$ cat src/rtl/hazard_detection_unit_multiciclo_if.sv
// ID-stage hazard detector bundle: ID/EX operand info in, stall request out.
// The master side is the pipeline; the slave side is the detector.
interface hazard_detection_unit_multiciclo_if #(
  parameter int CANT_BITS_ADDR_REGISTROS = 5,
  parameter int CANT_BITS_CONTADOR       = 16
);
  logic [CANT_BITS_ADDR_REGISTROS-1:0] i_rs_id;
  logic [CANT_BITS_ADDR_REGISTROS-1:0] i_rt_id;
  logic                                i_uses_rs_id;
  logic                                i_uses_rt_id;
  logic                                i_branch_id;
  logic [CANT_BITS_ADDR_REGISTROS-1:0] i_registro_destino_ex;
  logic                                i_read_mem_ex;
  logic                                i_reg_write_ex;
  logic                                i_flush;
  logic                                i_disable_for_exception;
  logic                                i_clear_contador;
  logic                                o_bit_burbuja;
  logic [1:0]                          o_stall_causa;
  logic [CANT_BITS_CONTADOR-1:0]       o_contador_stalls;

  modport master (
    output i_rs_id, i_rt_id, i_uses_rs_id, i_uses_rt_id,
    output i_branch_id, i_registro_destino_ex,
    output i_read_mem_ex, i_reg_write_ex, i_flush,
    output i_disable_for_exception, i_clear_contador,
    input  o_bit_burbuja, o_stall_causa, o_contador_stalls
  );

  modport slave (
    input  i_rs_id, i_rt_id, i_uses_rs_id, i_uses_rt_id,
    input  i_branch_id, i_registro_destino_ex,
    input  i_read_mem_ex, i_reg_write_ex, i_flush,
    input  i_disable_for_exception, i_clear_contador,
    output o_bit_burbuja, o_stall_causa, o_contador_stalls
  );
endinterface

$ cat src/rtl/hazard_detection_unit_multiciclo.sv
// Load-use / branch-operand hazard detector for a MIPS pipeline
// with a multi-cycle data memory, plus a saturating stall counter.
module hazard_detection_unit_multiciclo #(
  parameter int CANT_BITS_ADDR_REGISTROS = 5,
  parameter int LOAD_LATENCIA            = 2,
  parameter int BRANCH_EN_ID             = 1,
  parameter int CANT_BITS_CONTADOR       = 16
) (
  input logic i_clock,
  input logic i_reset,
  hazard_detection_unit_multiciclo_if.slave hdu
);
  localparam int AW = CANT_BITS_ADDR_REGISTROS;
  localparam int L  = LOAD_LATENCIA;
  localparam int CW = CANT_BITS_CONTADOR;

  logic [L:1]    vld_q, vld_d;
  logic [AW-1:0] dst_q [1:L];
  logic [AW-1:0] dst_d [1:L];
  logic [CW-1:0] cnt_q, cnt_d;

  logic [0:L]    v_all;
  logic [AW-1:0] d_all [0:L];
  logic          ld0, lu, bl, alu, br_en;
  logic          burbuja;
  logic [1:0]    causa;

  function automatic logic hit(
    input logic v, input logic [AW-1:0] d
  );
    hit = v & ((hdu.i_uses_rs_id & (hdu.i_rs_id == d))
             | (hdu.i_uses_rt_id & (hdu.i_rt_id == d)));
  endfunction

  // Stage 0 is the instruction currently in EX.
  assign ld0 = hdu.i_read_mem_ex & (|hdu.i_registro_destino_ex);

  always_comb begin
    v_all    = '0;
    v_all[0] = ld0;
    d_all[0] = hdu.i_registro_destino_ex;
    for (int k = 1; k <= L; k++) begin
      v_all[k] = vld_q[k];
      d_all[k] = dst_q[k];
    end
  end

  always_comb begin
    lu = 1'b0;
    bl = 1'b0;
    for (int k = 0; k <= L; k++) begin
      if (hit(v_all[k], d_all[k])) begin
        if (k < L) lu = 1'b1;
        bl = 1'b1;
      end
    end
  end

  assign alu = hdu.i_reg_write_ex & ~hdu.i_read_mem_ex
             & (|hdu.i_registro_destino_ex)
             & hit(1'b1, hdu.i_registro_destino_ex);
  assign br_en = (BRANCH_EN_ID != 0) & hdu.i_branch_id;

  // Reset, flush and exception sequencing mask the request at once.
  always_comb begin
    causa = 2'b00;
    if (!i_reset || hdu.i_flush || hdu.i_disable_for_exception)
      causa = 2'b00;
    else if (lu)
      causa = 2'b01;
    else if (br_en && bl)
      causa = 2'b11;
    else if (br_en && alu)
      causa = 2'b10;
  end

  assign burbuja = (causa != 2'b00);

  always_comb begin
    vld_d    = '0;
    vld_d[1] = ld0 & ~hdu.i_flush;
    dst_d[1] = hdu.i_registro_destino_ex;
    for (int k = 2; k <= L; k++) begin
      vld_d[k] = vld_q[k-1] & ~hdu.i_flush;
      dst_d[k] = dst_q[k-1];
    end
  end

  always_comb begin
    cnt_d = cnt_q;
    if (hdu.i_clear_contador)
      cnt_d = '0;
    else if (burbuja && !(&cnt_q))
      cnt_d = cnt_q + CW'(1);
  end

  always_ff @(posedge i_clock or negedge i_reset) begin
    if (!i_reset) begin
      vld_q <= '0;
      for (int k = 1; k <= L; k++) dst_q[k] <= '0;
      cnt_q <= '0;
    end else begin
      vld_q <= vld_d;
      for (int k = 1; k <= L; k++) dst_q[k] <= dst_d[k];
      cnt_q <= cnt_d;
    end
  end

  assign hdu.o_bit_burbuja     = burbuja;
  assign hdu.o_stall_causa     = causa;
  assign hdu.o_contador_stalls = cnt_q;
endmodule
$ cat src/flat_wrapper.sv
// flat-port wrapper written by rule: the top's interface ports become plain ports
module hazard_detection_unit_multiciclo_flat 
#(
  parameter int CANT_BITS_ADDR_REGISTROS = 5,
  parameter int LOAD_LATENCIA            = 2,
  parameter int BRANCH_EN_ID             = 1,
  parameter int CANT_BITS_CONTADOR       = 16
)
  (i_clock, i_reset, hdu_i_rs_id, hdu_i_rt_id, hdu_i_uses_rs_id, hdu_i_uses_rt_id, hdu_i_branch_id, hdu_i_registro_destino_ex, hdu_i_read_mem_ex, hdu_i_reg_write_ex, hdu_i_flush, hdu_i_disable_for_exception, hdu_i_clear_contador, hdu_o_bit_burbuja, hdu_o_stall_causa, hdu_o_contador_stalls);
  hazard_detection_unit_multiciclo_if #(.CANT_BITS_ADDR_REGISTROS(CANT_BITS_ADDR_REGISTROS), .CANT_BITS_CONTADOR(CANT_BITS_CONTADOR)) hdu_i ();
  input logic i_clock;
  input logic i_reset;
  input wire logic [$bits(hdu_i.i_rs_id)-1:0] hdu_i_rs_id;
  input wire logic [$bits(hdu_i.i_rt_id)-1:0] hdu_i_rt_id;
  input wire logic [$bits(hdu_i.i_uses_rs_id)-1:0] hdu_i_uses_rs_id;
  input wire logic [$bits(hdu_i.i_uses_rt_id)-1:0] hdu_i_uses_rt_id;
  input wire logic [$bits(hdu_i.i_branch_id)-1:0] hdu_i_branch_id;
  input wire logic [$bits(hdu_i.i_registro_destino_ex)-1:0] hdu_i_registro_destino_ex;
  input wire logic [$bits(hdu_i.i_read_mem_ex)-1:0] hdu_i_read_mem_ex;
  input wire logic [$bits(hdu_i.i_reg_write_ex)-1:0] hdu_i_reg_write_ex;
  input wire logic [$bits(hdu_i.i_flush)-1:0] hdu_i_flush;
  input wire logic [$bits(hdu_i.i_disable_for_exception)-1:0] hdu_i_disable_for_exception;
  input wire logic [$bits(hdu_i.i_clear_contador)-1:0] hdu_i_clear_contador;
  output wire logic [$bits(hdu_i.o_bit_burbuja)-1:0] hdu_o_bit_burbuja;
  output wire logic [$bits(hdu_i.o_stall_causa)-1:0] hdu_o_stall_causa;
  output wire logic [$bits(hdu_i.o_contador_stalls)-1:0] hdu_o_contador_stalls;
  assign hdu_i.i_rs_id = hdu_i_rs_id;
  assign hdu_i.i_rt_id = hdu_i_rt_id;
  assign hdu_i.i_uses_rs_id = hdu_i_uses_rs_id;
  assign hdu_i.i_uses_rt_id = hdu_i_uses_rt_id;
  assign hdu_i.i_branch_id = hdu_i_branch_id;
  assign hdu_i.i_registro_destino_ex = hdu_i_registro_destino_ex;
  assign hdu_i.i_read_mem_ex = hdu_i_read_mem_ex;
  assign hdu_i.i_reg_write_ex = hdu_i_reg_write_ex;
  assign hdu_i.i_flush = hdu_i_flush;
  assign hdu_i.i_disable_for_exception = hdu_i_disable_for_exception;
  assign hdu_i.i_clear_contador = hdu_i_clear_contador;
  assign hdu_o_bit_burbuja = hdu_i.o_bit_burbuja;
  assign hdu_o_stall_causa = hdu_i.o_stall_causa;
  assign hdu_o_contador_stalls = hdu_i.o_contador_stalls;
  hazard_detection_unit_multiciclo #(.CANT_BITS_ADDR_REGISTROS(CANT_BITS_ADDR_REGISTROS), .LOAD_LATENCIA(LOAD_LATENCIA), .BRANCH_EN_ID(BRANCH_EN_ID), .CANT_BITS_CONTADOR(CANT_BITS_CONTADOR)) u_core (.i_clock(i_clock), .i_reset(i_reset), .hdu(hdu_i));
endmodule
$ cat config.mk
export PLATFORM = sky130hd
export DESIGN_NAME = hazard_detection_unit_multiciclo_flat
export DESIGN_NICKNAME = d
export VERILOG_FILES = /design/src/rtl/hazard_detection_unit_multiciclo_if.sv /design/src/rtl/hazard_detection_unit_multiciclo.sv /design/src/flat_wrapper.sv
export SDC_FILE = /design/constraint.sdc
export NUM_CORES = 1
export LEC_CHECK = 0
export CORE_MARGIN = 3
export CORE_UTILIZATION = 49
export CTS_CLUSTER_SIZE = 14
export DETAILED_ROUTE_END_ITERATION = 7
export MAX_ROUTING_LAYER = met4
export PLACE_DENSITY = 0.92
export SLEW_MARGIN = 20
export SYNTH_ARGS = -nofsm -noshare
export SYNTH_HDL_FRONTEND = slang
export SYNTH_SLANG_ARGS = --single-unit
$ cat constraint.sdc
create_clock -name i_clock -period 2.4 [get_ports i_clock]
set_input_delay 0.48 -clock i_clock [delete_from_list [all_inputs] [get_ports i_clock]]
set_output_delay 0.48 -clock i_clock [all_outputs]
set_load 0.1 [all_outputs]
=== Word level (Yosys, flattened, before mapping) ===
Cells that the tools add are included.

* Register bits after elaboration: 28
* Latch bits: 0
* RAM bits: 0
* Memory bits (read-only): 0
* Bits of input ports: 25
* Memories kept: 0

* Add/subtract/negate cells: 1
* Multipliers: 0
* Div/mod/pow operators: 0
* $lt $le $gt $ge: 0
* Equal/unequal tests: 6
* Shifts and indexed selects: 0
* Mux-type cells: 9
* Bitwise gates (word level): 20
* Reduce and logical (&&, ||, !) cells: 11

{| class="wikitable"
|+ Operator list
! operator !! count
|-
| 16-bit two-way mux || 2
|-
| 5-bit equality test || 6
|-
| 16-bit by 1-bit adder with 16-bit output, second input constant || 1
|-
| 16-bit AND reduction || 1
|-
| 1-bit AND || 15
|-
| 2-bit two-way mux || 4
|-
| 5-bit OR reduction || 1
|-
| 2-bit nonzero test || 2
|-
| 1-bit logical AND || 3
|-
| 1-bit two-way mux || 3
|-
| 1-bit bitwise OR || 3
|-
| 1-bit logical NOT || 2
|-
| 1-bit logical OR || 2
|-
| 1-bit NOT || 2
|}

=== Depth between registers and ports, before layout ===
Gate-level depths: netlist (run 1).

* Depth after elaboration: 15
* Mapped depth: 9
* Depth with buffers taken out: 7

=== Worst setup path after synthesis (run 1) ===
Ideal clock, no wire load.

* Path type: input -> output
* Start point: in hdu_i_registro_destino_ex[0]
* End point: out hdu_o_bit_burbuja
* Arrival: 2.753 ns
* Data required time: 1.920 ns
* Setup slack: -0.833 ns
* Stages: 8
* Cells stage by stage: xnor2_1 -> nand4_1 -> o22ai_2 -> a32oi_1 -> and2_1 -> buf_6 -> buf_2 -> nor2_1

* Word-level cells in the longest chain between the ends: 12
* Elaborated cells on any way between the ends: 20
* Classes of those cells: 2 x eq/ne; 7 x mux; 7 x bitwise; 4 x reduce/logical

{| class="wikitable"
|+ RTL lines
! item !! RTL line !! source
|-
| from (decl) || flat_wrapper.sv:18 || <nowiki>input wire logic [$bits(hdu_i.i_registro_destino_ex)-1:0] hdu_i_registro_destino_ex;</nowiki>
|-
| 5-bit equality test, on equally long branches || hazard_detection_unit_multiciclo.sv:31, hazard_detection_unit_multiciclo.sv:32 ||
|-
| 1-bit AND, on equally long branches || hazard_detection_unit_multiciclo.sv:31, hazard_detection_unit_multiciclo.sv:32 ||
|-
| 1-bit bitwise OR || hazard_detection_unit_multiciclo.sv:32 || <nowiki>| (hdu.i_uses_rt_id & (hdu.i_rt_id == d)));</nowiki>
|-
| 1-bit AND || hazard_detection_unit_multiciclo.sv:31 || <nowiki>hit = v & ((hdu.i_uses_rs_id & (hdu.i_rs_id == d))</nowiki>
|-
| 1-bit two-way mux (3 in a row) || hazard_detection_unit_multiciclo.sv:52 || <nowiki>if (hit(v_all[k], d_all[k])) begin</nowiki>
|-
| 1-bit logical AND || hazard_detection_unit_multiciclo.sv:71 || <nowiki>else if (br_en && bl)</nowiki>
|-
| 2-bit two-way mux || hazard_detection_unit_multiciclo.sv:71 ||
|-
| 2-bit two-way mux (*) || hazard_detection_unit_multiciclo.sv:69 || <nowiki>else if (lu)</nowiki>
|-
| 2-bit two-way mux (*) || hazard_detection_unit_multiciclo.sv:67 || <nowiki>if (!i_reset || hdu.i_flush || hdu.i_disable_for_exception)</nowiki>
|-
| 2-bit nonzero test (*) || hazard_detection_unit_multiciclo.sv:77 || <nowiki>assign burbuja = (causa != 2'b00);</nowiki>
|-
| to (decl) || flat_wrapper.sv:24 || <nowiki>output wire logic [$bits(hdu_i.o_bit_burbuja)-1:0] hdu_o_bit_burbuja;</nowiki>
|}

Every way passes the cells marked *; elsewhere a longest branch is shown, timed or not.

=== Worst setup path after layout (run 1) ===
* Start point: reg u_core.dst_q, in the netlist u_core.d_all[3]
* End point: out hdu_o_bit_burbuja

* Word-level cells in the longest chain between the ends: 10
* Elaborated cells on any way between the ends: 12
* Classes of those cells: 2 x eq/ne; 4 x mux; 4 x bitwise; 2 x reduce/logical

{| class="wikitable"
|+ RTL lines
! item !! RTL line !! source
|-
| from (decl) || hazard_detection_unit_multiciclo.sv:18 || <nowiki>logic [AW-1:0] dst_q [1:L];</nowiki>
|-
| 5-bit equality test, on equally long branches || hazard_detection_unit_multiciclo.sv:31, hazard_detection_unit_multiciclo.sv:32 ||
|-
| 1-bit AND, on equally long branches || hazard_detection_unit_multiciclo.sv:31, hazard_detection_unit_multiciclo.sv:32 ||
|-
| 1-bit bitwise OR (*) || hazard_detection_unit_multiciclo.sv:32 ||
|-
| 1-bit AND (*) || hazard_detection_unit_multiciclo.sv:31 ||
|-
| 1-bit two-way mux (*) || hazard_detection_unit_multiciclo.sv:52 ||
|-
| 1-bit logical AND (*) || hazard_detection_unit_multiciclo.sv:71 ||
|-
| 2-bit two-way mux (*) || hazard_detection_unit_multiciclo.sv:71 ||
|-
| 2-bit two-way mux (*) || hazard_detection_unit_multiciclo.sv:69 ||
|-
| 2-bit two-way mux (*) || hazard_detection_unit_multiciclo.sv:67 ||
|-
| 2-bit nonzero test (*) || hazard_detection_unit_multiciclo.sv:77 ||
|}

Marks and branches as above.

==> results_dict.tcl, run 1 <==
set metrics [dict create \
    grt_max_degree 19 \
    r2r_setup_slack_ns 0.10 \
    critPathMaxFanout 4 \
    worstHoldPathType "in -> reg" \
    dp.final_hpwl_um 3290 \
    netlist_instances 178 \
    drt-vias-per-instance 5.94 \
    syn-cell-area_um2 1700 \
    netlist.area_leader.share_pct 41.2 \
    vias 1705 \
    ant_nets 0 \
    grt_pass1_vias 1616 \
    clk_pin_slew_ns 0.15 \
    syn_to_final_growth_pct 44.4 \
    cts_buffer_depth 2 \
    ys.warnings.count 0 \
    async_flop_share_pct 100 \
    wl_um 4970 \
    status "complete, but fails checks" \
    synth_common_cells "30 x xnor2_1, 28 x dfrtp_1, 14 x nor2_1" \
    final_layout_size_suffix_gt1_share_pct 40.3 \
    tightest_slew_ns 0.406 \
    synth-edff-count 0 \
    setup_tns_ns -0.0716 \
    cts_hold_buf 0 \
    worstSetupEndpointType "output pin" \
    grt_setup_unrepaired "true" \
    ys_seq_area_share_pct 41.2 \
    yosysMostFrequentCell "xnor2_1" \
    drc 0 \
    grt_antenna_before_repair 0 \
    cts_root_buffer "clkbuf_4" \
    skew_ns 0.0139 \
    detail_route.iter0.violations 161 \
    synth_ff_type "dfrtp_1" \
    clk-insertion-delay-late_ns 0.33 \
    p_per_area_nw_per_um2 359 \
    fin_ws_ns -0.0356 \
    wl_per_cell_um 17.3 \
    synthDistinctLibCells 38 \
    grt_usage_pct 24.0 \
    drtPass1Iterations 4 \
    synth_seq_cells 28 \
    final_nets 270 \
    drv_cap 0 \
    cts_tree "yes" \
    die_area_um2 4210 \
    drv_slew 0 \
    final-hold-violation-count 0 \
    critPathLaunchType "flop" \
    setup_viol 3 \
    initial_utilization_pct 53.5 \
    arrival_ns 1.96 \
    io_buffers 43 \
    grt-ovfl-total 0 \
    synth_area_leaders "dfrtp_1 41%, xnor2_1 15%, mux2_2 4.0%" \
    required_ns 1.92 \
    diodes 0 \
    yosys.area.top_type "dfrtp_1" \
    boundaryPins 44 \
    die_w_um 64.9 \
    period_share_pct 101 \
    placed_area_um2 2310 \
    mappedNetlistNets 204 \
    whs_ns 0.313 \
    h-tree-depth 1 \
    chipHeight_um 64.9 \
    grt_first_pass_wirelength_um 7650 \
    max_freq_ghz 0.411 \
    crit_type "reg -> out" \
    slew_headroom_pct 72.9 \
    place_congestion 0.919 \
    violations "setup timing" \
    cts_inserted_buffers 3 \
    power.leakage_uw 0.000987 \
    avgSynthCellArea_um2 9.55 \
    vdd_ir_drop_max_uv 310 \
    core_area_um2 3180 \
    fin_area_um2 2460 \
    period_minus_slack_ns 2.44 \
    cts_sinks 28 \
    rows 20 \
]
[worst max-delay path, cell delays in order, from the launching register on]
cell	delay, ns
dfrtp_1	0.42
xnor2_1	0.25
nand4_1	0.14
o22ai_2	0.19
a22oi_1	0.13
and2_4	0.20
nor2_4	0.11
buf_12	0.18
[per-stage QoR]
step | util (%) | power (uW) | setup slack, ns | cells
final | 77.3 | 881 | -0.0356 | 287
after detailed placement | 72.8 | 670 | -0.465 | 279
after global routing | 77.3 | 928 | -0.139 | 287
after CTS | 75.6 | 867 | 0.000125 | 286
after global placement | 72.8 | 667 | -0.347 | 279
after floorplan | - | 575 | -0.0855 | 178
[cell type report]
type / instances / area, um^2
Timing Repair Buffer: 68 / 569
Multi-Input combinational cell: 142 / 1090
Sequential cell: 28 / 709
Clock buffer: 4 / 26.3
Inverter: 1 / 3.75
Tap cell: 44 / 55.1
Fill cell: 202 / 722
[registers in the layout, summed over array words and instances, names as in the netlist]
signal and cells:
u_core.d_all 10, u_core.hdu.o_contador_stalls 16, u_core.vld_q 2
[cell families after synthesis]
family,Yosys count,share of synthesized area (%)
DFF,28,41.2
adders and majority gates,1,0.736
xor gates and xnor gates,30,15.5
and+or+nand+nor,80,26.2
muxes,7,4.56
buffers and inverters,8,2.72
AOI/OAI and AO/OA,24,9.12
[where the power goes]
part,internal [uW],switching (uW),total (uW)
clock,65.3,132,198
combinational,97.1,92.3,189
sequential,482,11.7,494
[cell usage in the layout (no fill, tap or decap), types with 2 or more instances in the layout]
cell type / Yosys / layout
nor3_1: 7 / 6
nand3_1: 11 / 10
or4_1: 5 / 5
clkbuf_4: 0 / 3
nor2b_1: 8 / 8
nand4_1: 10 / 10
a21oi_1: 9 / 8
mux2_2: 6 / 6
nand2_1: 11 / 9
nor2_4: 0 / 2
o21ai_0: 3 / 3
xnor2_1: 30 / 21
o22ai_2: 1 / 3
o31ai_1: 5 / 5
clkdlybuf4s15_1: 0 / 2
dlygate4sd2_1: 0 / 2
buf_4: 0 / 40
nand3_2: 1 / 2
or3_1: 2 / 2
dfrtp_2: 0 / 7
clkdlybuf4s50_1: 0 / 7
buf_2: 1 / 3
clkbuf_2: 0 / 6
nand2_2: 0 / 2
buf_12: 0 / 3
xnor2_2: 0 / 9
nor2_1: 14 / 12
dfrtp_1: 28 / 21
clkdlybuf4s15_2: 0 / 4
[layer usage]
metal / part of all wire (%) / vias to the layer above / wire length [um] / global-route usage [%]
met1: 38 / 810 / 1890 / 30.6
met2: 49 / 103 / 2440 / 39.1
li1: - / 769 / - / -
met4: 4.6 / 0 / 228 / 8.71
met3: 8.4 / 23 / 416 / 3.29
met5: 0 / - / 0 / -
[path summary, 6_finish.rpt]
| check | endpoint | cells past startpoint | from |
|---|---|---|---|
| min in group asynchronous | u_core.d_all[7] | 2 | i_reset |
| hold reg to reg | u_core.d_all[2] | 0 | u_core.d_all[7] |
| setup reg to reg | u_core.hdu.o_contador_stalls[8] | 8 | u_core.d_all[3] |
| setup / recovery | hdu_o_bit_burbuja | 7 | u_core.d_all[3] |
| max in group asynchronous | u_core.hdu.o_contador_stalls[8] | 3 | i_reset |
| hold / removal | u_core.d_all[7] | 1 | hdu_i_registro_destino_ex[2] |
[timing repair]
item / CTS / global route
pin swaps: 9 / 16
resized for setup: 48 / 26
buffers inserted: 3 / 1
setup endpoints to repair: 14 / 8
Power figures use the tool's default switching activity.
==> run 2: changes to the inputs <==
MAX_ROUTING_LAYER = default   (was met4)
==> results_dict.tcl, run 2 (same netlist as run 1, synthesis figures left out) <==
set metrics [dict create \
    status "complete, but fails checks" \
    violations "setup timing" \
    r2r_start "u_core.hdu.o_contador_stalls[8]" \
    crit_type "in -> out" \
    vias 1687 \
    core_area_um2 3180 \
    critPathMaxFanout 5 \
    seq_area_um2 709 \
    worstHoldPathType "in -> reg" \
    worstHoldStart "hdu_i_registro_destino_ex[2]" \
    die_w_um 64.9 \
    final.fill_count 206 \
    diodes 0 \
    pre_cts_slack_ns -0.481 \
    period_share_pct 101 \
    placed_cells 282 \
    r2r_setup_slack_ns 0.17 \
    initial_utilization_pct 53.5 \
    place_congestion 0.868 \
    setup_tns_ns -0.0607 \
    max_stage_delay_ns 0.24 \
    final-hold-violation-count 0 \
    max_freq_ghz 0.411 \
    detail_route.iter0.violations 165 \
    die_area_um2 4210 \
    stdcell_count 291 \
    critPathLaunchType "input port" \
    rows 20 \
    slew_headroom_pct 57.1 \
    grt_max_degree 29 \
    fin_area_um2 2480 \
    skew_ns 0.0181 \
    grt_usage_pct 24.5 \
    dp.final_hpwl_um 3420 \
    drc 0 \
    drtPass1Iterations 4 \
    grt_antenna_before_repair 0 \
    grt_first_pass_wirelength_um 7960 \
    drt-vias-per-instance 5.80 \
    clk-insertion-delay-late_ns 0.33 \
    clk_pin_slew_ns 0.15 \
    arrival_ns 1.95 \
    fin_ws_ns -0.0344 \
    largest_reg_flops 16 \
    syn_to_final_growth_pct 45.8 \
    required_ns 1.92 \
    r2r_end "u_core.hdu.o_contador_stalls[8]" \
    reg2regPathDepth 7 \
    cts_buffer_depth 2 \
    final_common_cell "buf_4" \
    multiInputGateArea_um2 1090 \
    cts_sinks 28 \
    final_nets 274 \
    cts_hold_buf 0 \
    final_layout_size_suffix_gt1_share_pct 40.5 \
    placed_area_um2 2330 \
    setup_viol 2 \
    tightest_slew_ns 0.641 \
    drv_cap 0 \
    wl_um 5030 \
    holdPathStages 1 \
    io_buffers 43 \
    fin_util_pct 78.0 \
    min_to "u_core.d_all[7]" \
    boundaryPins 44 \
    power.leakage_uw 0.00101 \
    crit_chain "clkdlybuf4s15_2 > xnor2_1 > nand4_1 > o22ai_2 > a32oi_2 > and2_4 > nor2_4 > buf_12" \
    worstSetupEndpointType "output pin" \
    p_per_area_nw_per_um2 355 \
    cts_tree "yes" \
    slowest_stage "o22ai_2" \
    chipHeight_um 64.9 \
    grt_setup_unrepaired "true" \
    ant_nets 0 \
    layout_common_cells "44 x buf_4, 22 x xnor2_1, 21 x dfrtp_1, 12 x nor2_1, 11 x nand3_1" \
    h-tree-depth 1 \
    drv_slew 0 \
    grt_pass1_vias 1681 \
    period_minus_slack_ns 2.43 \
    vdd_ir_drop_max_uv 309 \
    cts_inserted_buffers 3 \
    cts_root_buffer "clkbuf_4" \
    wl_per_cell_um 17.3 \
    grt-ovfl-total 0 \
]
==> run 2: changes by cell type in the layout (fill, tap and decap cells not counted), sizes merged <==
cell / before / now
dlymetal6s2s: 0 / 1
dlygate4sd2: 2 / 1
clkdlybuf4s15: 6 / 5
clkbuf: 10 / 8
buf: 47 / 54
==> run 2: per-layer routing <==
layer  GRT usage, %  share of wire [%]
met1           31.2                 40
met2           41.0                 50
met3           4.51                7.4
met4           9.50                1.8
met5              0                  0
==> run 2: metrics by stage <==
| stage | total power (uW) | hold slack (ns) |
|---|---|---|
| floorplan | 575 | 0.184 |
| global placement | 670 | 0.427 |
| detailed placement | 675 | 0.433 |
| CTS | 866 | 0.420 |
| global route | 925 | 0.275 |
| finish | 880 | 0.305 |
==> run 2: worst max-delay path, delay by kind of cell <==
| kind | cells | cell delay, ns |
|---|---|---|
| AO/OA/AOI/OAI | 2 | 0.40 |
| XOR/XNOR | 1 | 0.18 |
| buffers and inverters | 2 | 0.41 |
| AND/OR/NAND/NOR | 3 | 0.47 |
==> run 2: area by class of cell <==
class,count,area share (%)
clock buffers,4,1.06
inverters,1,0.151
multi-input cells,142,43.8
flip-flops and latches,28,28.6
well taps,44,2.22
repair buffers,72,24.1
==> run 2: how the worst max path moves through the flow <==
stage	startpoint	slack, ns	end
after global placement	hdu_i_rs_id[2]	-0.37	u_core.hdu.o_contador_stalls[10]
final	hdu_i_registro_destino_ex[3]	-0.03	hdu_o_bit_burbuja
after floorplan	hdu_i_registro_destino_ex[0]	-0.09	hdu_o_stall_causa[0]
after CTS	u_core.d_all[5]	-0.003	hdu_o_stall_causa[0]
after detailed placement	hdu_i_registro_destino_ex[4]	-0.48	u_core.hdu.o_contador_stalls[10]
after global routing	hdu_i_registro_destino_ex[3]	-0.10	hdu_o_bit_burbuja
==> run 2: timing repair <==
action / in CTS / in global routing
resized for setup: 51 / 26
endpoints found under the setup margin: 16 / 8
pin swaps: 16 / 19
buffers inserted: 3 / 3
hold endpoints to repair: 0 / 0
==> run 2: power breakdown <==
part / total [uW] / switching (uW) / leakage (uW) / internal [uW]
Combinational: 192 / 92.7 / 0.000639 / 99.1
Clock: 193 / 128 / 0.0000150 / 65.1
Sequential: 495 / 12.4 / 0.000356 / 482
